[src/rtl/uart_tx_pkg.sv]
// uart_tx_pkg: FSM state encodings, legal parameter ranges and parity helper shared by the UART blocks
package uart_tx_pkg;
  typedef enum logic [2:0] {
    IDLE   = 3'd0,
    SYNC   = 3'd1,
    START  = 3'd2,
    DATA   = 3'd3,
    PARITY = 3'd4,
    STOP   = 3'd5
  } state_e;
  localparam int DATA_BITS_MIN = 5;
  localparam int DATA_BITS_MAX = 8;
  localparam int STOP_BITS_MIN = 1;
  localparam int STOP_BITS_MAX = 2;
  function automatic logic calc_par(input logic [7:0] d, input logic odd);
    return ^d ^ odd;
  endfunction
endpackage

[src/rtl/uart_tx_if.sv]
// uart_tx_if: baud tick, start/data request and serial line/busy/done status between a UART transmitter and its user
interface uart_tx_if #(parameter int DATA_BITS = 8);
  logic                 i_baud_tick;
  logic                 i_tx_start;
  logic [DATA_BITS-1:0] i_tx_data;
  logic                 o_tx;
  logic                 o_tx_busy;
  logic                 o_tx_done;
  modport master (output i_baud_tick, i_tx_start, i_tx_data, input o_tx, o_tx_busy, o_tx_done);
  modport slave  (input i_baud_tick, i_tx_start, i_tx_data, output o_tx, o_tx_busy, o_tx_done);
endinterface

[src/rtl/uart_tx.sv]
// uart_tx: frames a latched byte as start/data/[parity]/stop bits on a registered idle-high line, one bit per baud tick
module uart_tx
  import uart_tx_pkg::*;
#(
  parameter int DATA_BITS  = 8,
  parameter bit PARITY_EN  = 1'b0,
  parameter bit PARITY_ODD = 1'b0,
  parameter int STOP_BITS  = 1
) (
  input logic     i_clk,
  input logic     i_rst_n,
  uart_tx_if.slave bus
);
  localparam int CW = $clog2(DATA_BITS + 1);
  if (DATA_BITS < DATA_BITS_MIN || DATA_BITS > DATA_BITS_MAX ||
      STOP_BITS < STOP_BITS_MIN || STOP_BITS > STOP_BITS_MAX) begin : g_bad_params
    $error("uart_tx: DATA_BITS must be 5..8 and STOP_BITS 1..2");
  end
  state_e               state_q, state_d;
  logic [DATA_BITS-1:0] shreg_q, shreg_d;
  logic [CW-1:0]        cnt_q, cnt_d;
  logic                 stop_q, stop_d;
  logic                 par_q, par_d;
  logic                 tx_q, tx_d;
  logic                 busy_q, busy_d;
  logic                 done_q, done_d;
  always_ff @(posedge i_clk or negedge i_rst_n) begin
    if (!i_rst_n) begin
      state_q <= IDLE;
      shreg_q <= '0;
      cnt_q   <= '0;
      stop_q  <= 1'b0;
      par_q   <= 1'b0;
      tx_q    <= 1'b1;
      busy_q  <= 1'b0;
      done_q  <= 1'b0;
    end else begin
      state_q <= state_d;
      shreg_q <= shreg_d;
      cnt_q   <= cnt_d;
      stop_q  <= stop_d;
      par_q   <= par_d;
      tx_q    <= tx_d;
      busy_q  <= busy_d;
      done_q  <= done_d;
    end
  end
  always_comb begin
    state_d = state_q;
    shreg_d = shreg_q;
    cnt_d   = cnt_q;
    stop_d  = stop_q;
    par_d   = par_q;
    tx_d    = tx_q;
    busy_d  = busy_q;
    done_d  = 1'b0;
    case (state_q)
      IDLE: if (bus.i_tx_start) begin
        shreg_d = bus.i_tx_data;
        cnt_d   = '0;
        stop_d  = 1'b0;
        par_d   = calc_par(8'(bus.i_tx_data), PARITY_ODD);
        busy_d  = 1'b1;
        state_d = SYNC;
      end
      SYNC: if (bus.i_baud_tick) begin
        tx_d    = 1'b0;
        state_d = START;
      end
      START: if (bus.i_baud_tick) begin
        tx_d    = shreg_q[0];
        shreg_d = shreg_q >> 1;
        state_d = DATA;
      end
      DATA: if (bus.i_baud_tick) begin
        cnt_d = cnt_q + 1'b1;
        if (cnt_q == CW'(DATA_BITS - 1)) begin
          tx_d    = PARITY_EN ? par_q : 1'b1;
          state_d = PARITY_EN ? PARITY : STOP;
        end else begin
          tx_d    = shreg_q[0];
          shreg_d = shreg_q >> 1;
        end
      end
      PARITY: if (bus.i_baud_tick) begin
        tx_d    = 1'b1;
        state_d = STOP;
      end
      STOP: if (bus.i_baud_tick) begin
        if (stop_q == 1'(STOP_BITS - 1)) begin
          done_d  = 1'b1;
          busy_d  = 1'b0;
          state_d = IDLE;
        end else stop_d = 1'b1;
      end
      default: state_d = IDLE;
    endcase
  end
  assign bus.o_tx      = tx_q;
  assign bus.o_tx_busy = busy_q;
  assign bus.o_tx_done = done_q;
endmodule

[src/flat_wrapper.sv]
// flat-port wrapper written by rule: the top's interface ports become plain ports
module uart_tx_flat import uart_tx_pkg::*;
#(
  parameter int DATA_BITS  = 8,
  parameter bit PARITY_EN  = 1'b0,
  parameter bit PARITY_ODD = 1'b0,
  parameter int STOP_BITS  = 1
)
  (i_clk, i_rst_n, bus_i_baud_tick, bus_i_tx_start, bus_i_tx_data, bus_o_tx, bus_o_tx_busy, bus_o_tx_done);
  uart_tx_if #(.DATA_BITS(DATA_BITS)) bus_i ();
  input logic i_clk;
  input logic i_rst_n;
  input wire logic [$bits(bus_i.i_baud_tick)-1:0] bus_i_baud_tick;
  input wire logic [$bits(bus_i.i_tx_start)-1:0] bus_i_tx_start;
  input wire logic [$bits(bus_i.i_tx_data)-1:0] bus_i_tx_data;
  output wire logic [$bits(bus_i.o_tx)-1:0] bus_o_tx;
  output wire logic [$bits(bus_i.o_tx_busy)-1:0] bus_o_tx_busy;
  output wire logic [$bits(bus_i.o_tx_done)-1:0] bus_o_tx_done;
  assign bus_i.i_baud_tick = bus_i_baud_tick;
  assign bus_i.i_tx_start = bus_i_tx_start;
  assign bus_i.i_tx_data = bus_i_tx_data;
  assign bus_o_tx = bus_i.o_tx;
  assign bus_o_tx_busy = bus_i.o_tx_busy;
  assign bus_o_tx_done = bus_i.o_tx_done;
  uart_tx #(.DATA_BITS(DATA_BITS), .PARITY_EN(PARITY_EN), .PARITY_ODD(PARITY_ODD), .STOP_BITS(STOP_BITS)) u_core (.i_clk(i_clk), .i_rst_n(i_rst_n), .bus(bus_i));
endmodule
[config.mk]
export PLATFORM = sky130hd
export DESIGN_NAME = uart_tx_flat
export DESIGN_NICKNAME = d
export VERILOG_FILES = /design/src/rtl/uart_tx_pkg.sv /design/src/rtl/uart_tx_if.sv /design/src/rtl/uart_tx.sv /design/src/flat_wrapper.sv
export SDC_FILE = /design/constraint.sdc
export NUM_CORES = 1
export LEC_CHECK = 0
export CAP_MARGIN = 0
export CELL_PAD_IN_SITES_DETAIL_PLACEMENT = 0
export CELL_PAD_IN_SITES_GLOBAL_PLACEMENT = 1
export CORE_UTILIZATION = 41
export CTS_BUF_LIST = sky130_fd_sc_hd__clkbuf_4 sky130_fd_sc_hd__clkbuf_8 sky130_fd_sc_hd__clkbuf_16
export CTS_CLUSTER_DIAMETER = 100
export CTS_CLUSTER_SIZE = 40
export DETAILED_ROUTE_END_ITERATION = 12
export PLACE_DENSITY_LB_ADDON = 0.12
export SYNTH_ARGS = -nofsm -noshare
export SYNTH_HDL_FRONTEND = slang
export SYNTH_SLANG_ARGS = --single-unit
export TNS_END_PERCENT = 100
[constraint.sdc]
create_clock -name i_clk -period 2.15 [get_ports i_clk]
set_input_delay 0.215 -clock i_clk [delete_from_list [all_inputs] [get_ports i_clk]]
set_output_delay 0.215 -clock i_clk [all_outputs]
set_load 0.005 [all_outputs]
==> results.yml <==
floorplanning:
  placementRows: 17
  die_h_um: 50.22
  die_w_um: 50.22
  core_um2: 2212
  start_util: 0.4310
  dieArea_um2: 2522
  ioPinCount: 15
clock_network:
  holdBufCountCts: 0
  post_cts_resized: 0
  clockBufferDepth: 2
  cts_tree: "done"
  cts_made_buffers: 3
  root_buffer: "clkbuf_4"
  htreeDepth: 1
  path_clk_slew_ns: 0.11
  clkLatencyLatePin_ns: 0.29
  cts_setup_buffers: 0
  clkSinkCount: 18
layout:
  nNetsFinal: 119
  syn_to_final_growth_pct: 26.38
  fillers: 206
  multi_input_area_um2: 474.2
  num_antenna_cells: 0
  seq_area_um2: 451.7
  final_area_um2: 1205
  stdcell_count: 133
  drive_gt1_frac: 0.2952
critical_path:
  crit_required_ns: 2.33
  cp-end-kind: "flop"
  crit_fanout: 5
  startpoint: "u_core.cnt_q[0]"
  worstSetupPathType: "reg2reg"
  reg2reg_slack_ns: 0.32
  worstRegToRegCells: 5
  rr_startpoint: "u_core.cnt_q[0]"
  start_kind: "flop"
  worstPathArrival_ns: 2.02
  critPathCapture: "u_core.shreg_q[5]"
  reg2reg_to: "u_core.shreg_q[5]"
synthesis:
  async_flop_share: 1.000
  ys_warn_count: 0
  synthCells: 84
  yosysSeqAreaShare: 0.4738
  synth_ff_type: "dfrtp_1"
  netlist_top_cells_area: "dfrtp_1 (45%), mux2_2 (18%), o21ai_0 (4.7%)"
  yosysTopAreaCell: "dfrtp_1"
  ys_types: 29
  ys_ff_latch: 18
  syn-cell-area_um2: 953.4
  syn_avg_cell_area_um2: 11.35
  synth_top_area_share: 0.4462
  synth_nets: 97
  synth_edf_count: 0
placement:
  dpl.hpwl_mm: 1.355
  portBuffers: 14
  place_inst: 129
  gp_congestion: 0.7586
  placed_area_um2: 1169
routing:
  drt_iter0_drc: 3
  drc: 0
  met2WireLength_um: 905
  wl_met1_um: 908
  wl_per_cell_um: 14.05
  dr_wl_met3_um: 41
  via_count: 699
  ant_nets: 0
  drt-total-wl_mm: 1.869
  dr.max_layer_used: "met4"
  drt_first_pass_iters: 3
  vias_per_cell: 5.256
sta:
  finalSetupViolCount: 0
  min_period_ns: 1.833
  max_freq_mhz: 545.5
  setup_tns_ns: 0
  worst_slew_pin_slew_ns: 0.3879
  min_period_over_period: 0.8527
  rsz0062_at_grt: "false"
  hold_viol_final: 0
  finalMaxSlewViolations: 0
  max-slew-margin-rel: 0.7414
  skew_ns: 0.007295
grt:
  grt.total_usage: 0.1902
  grt_max_degree: 19
  antenna_found_initial: 0
  grt-ovfl-total: 0
  grt_pass1_wl_mm: 3.594
  grt_pass1_vias: 774
min_path:
  hp-class: "in2async"
run:
  cap_violations: 0
run_status:
  status: "complete, no violations"
power:
  leakage_nw: 0.5098
  peakVddDrop_uv: 658.8
  power.density_nw_per_um2: 1227
-- state kept, by name, indices dropped and copies added (netlist names) --
register,count
u_core.state_q,3
u_core.bus.o_tx_busy,1
u_core.bus.o_tx_done,1
u_core.shreg_q,8
u_core.cnt_q,4
u_core.bus.o_tx,1
-- cell families (layout without fill, tap and decap cells) --
| family | after synthesis | count (layout) | synth area share |
|---|---|---|---|
| AO/OA/AOI/OAI | 19 | 19 | 0.1470 |
| adder cells (fa/ha/maj) | 1 | 1 | 0.01312 |
| buffers and inverters | 7 | 28 | 0.02886 |
| flip-flops | 18 | 18 | 0.4738 |
| multiplexers | 16 | 16 | 0.1877 |
| AND/OR/NAND/NOR | 23 | 23 | 0.1496 |
-- worst min-delay path by stage --
stage | to | cells past startpoint
global route | u_core.state_q[0] | 2
global placement | u_core.bus.o_tx_busy | 2
finish | u_core.shreg_q[7] | 2
detailed placement | u_core.bus.o_tx | 1
CTS | u_core.cnt_q[0] | 2
floorplan | u_core.bus.o_tx_busy | 0
-- worst max-delay path, stage by stage, from the launching register on --
cell      delay (ns)
dfrtp_1         0.42
ha_1            0.22
and3b_1         0.24
a221oi_4        0.32
buf_4           0.19
mux2_2          0.34
-- stage by stage --
step	total power [mW]	worst slack [ns]	utilization	hold WS, ns
finish	1.478	0.3168	0.5447	0.2422
global route	1.616	0.2140	0.5447	0.2700
CTS	1.500	0.2944	0.5447	0.2400
detailed placement	1.290	0.08981	0.5283	0.4809
global placement	1.257	0.1292	0.5283	0.4780
floorplan	1.067	0.4105	-	-0.08059
-- cell usage in the layout, fill, tap and decap left out, drive strengths merged, types with 3 or more instances in the layout --
master	netlist	layout
mux2	15	15
nor2	4	4
o21ai	9	9
buf	1	8
clkbuf	4	4
clkdlybuf4s50	0	14
nand2	4	4
dfrtp	17	17
a21oi	3	3
-- cell usage after synthesis (2+ instances only) --
| cell type | count |
|---|---|
| and3b_1 | 2 |
| dfrtp_1 | 17 |
| nand3b_1 | 2 |
| nand2_1 | 4 |
| o21ai_0 | 9 |
| or3_1 | 2 |
| inv_1 | 2 |
| clkbuf_1 | 4 |
| nor2_1 | 4 |
| mux2_2 | 15 |
| nor3b_1 | 2 |
| nor2b_1 | 2 |
| a21oi_1 | 3 |
-- routing by layer --
layer / vias up / global-route usage
li1: 350 / -
met1: 340 / 0.2595
met2: 7 / 0.3067
met3: 2 / 0.03939
met4: 0 / 0.04286
met5: - / 0
-- where the power goes --
part	total (mW)	internal (mW)	leakage, nW	switching (mW)
clock	0.207	0.103	0.0210	0.104
sequential	0.562	0.482	0.221	0.0801
combinational	0.709	0.395	0.267	0.313
total	1.48	0.981	0.510	0.498
-- layout make-up --
cell class	count	area share
Timing Repair Buffer	22	0.1661
Tap cell	28	0.02908
Clock buffer	4	0.03011
Sequential cell	18	0.3749
Multi-Input combinational cell	59	0.3936
Inverter	2	0.006231
(Power assumes the default switching activity.)
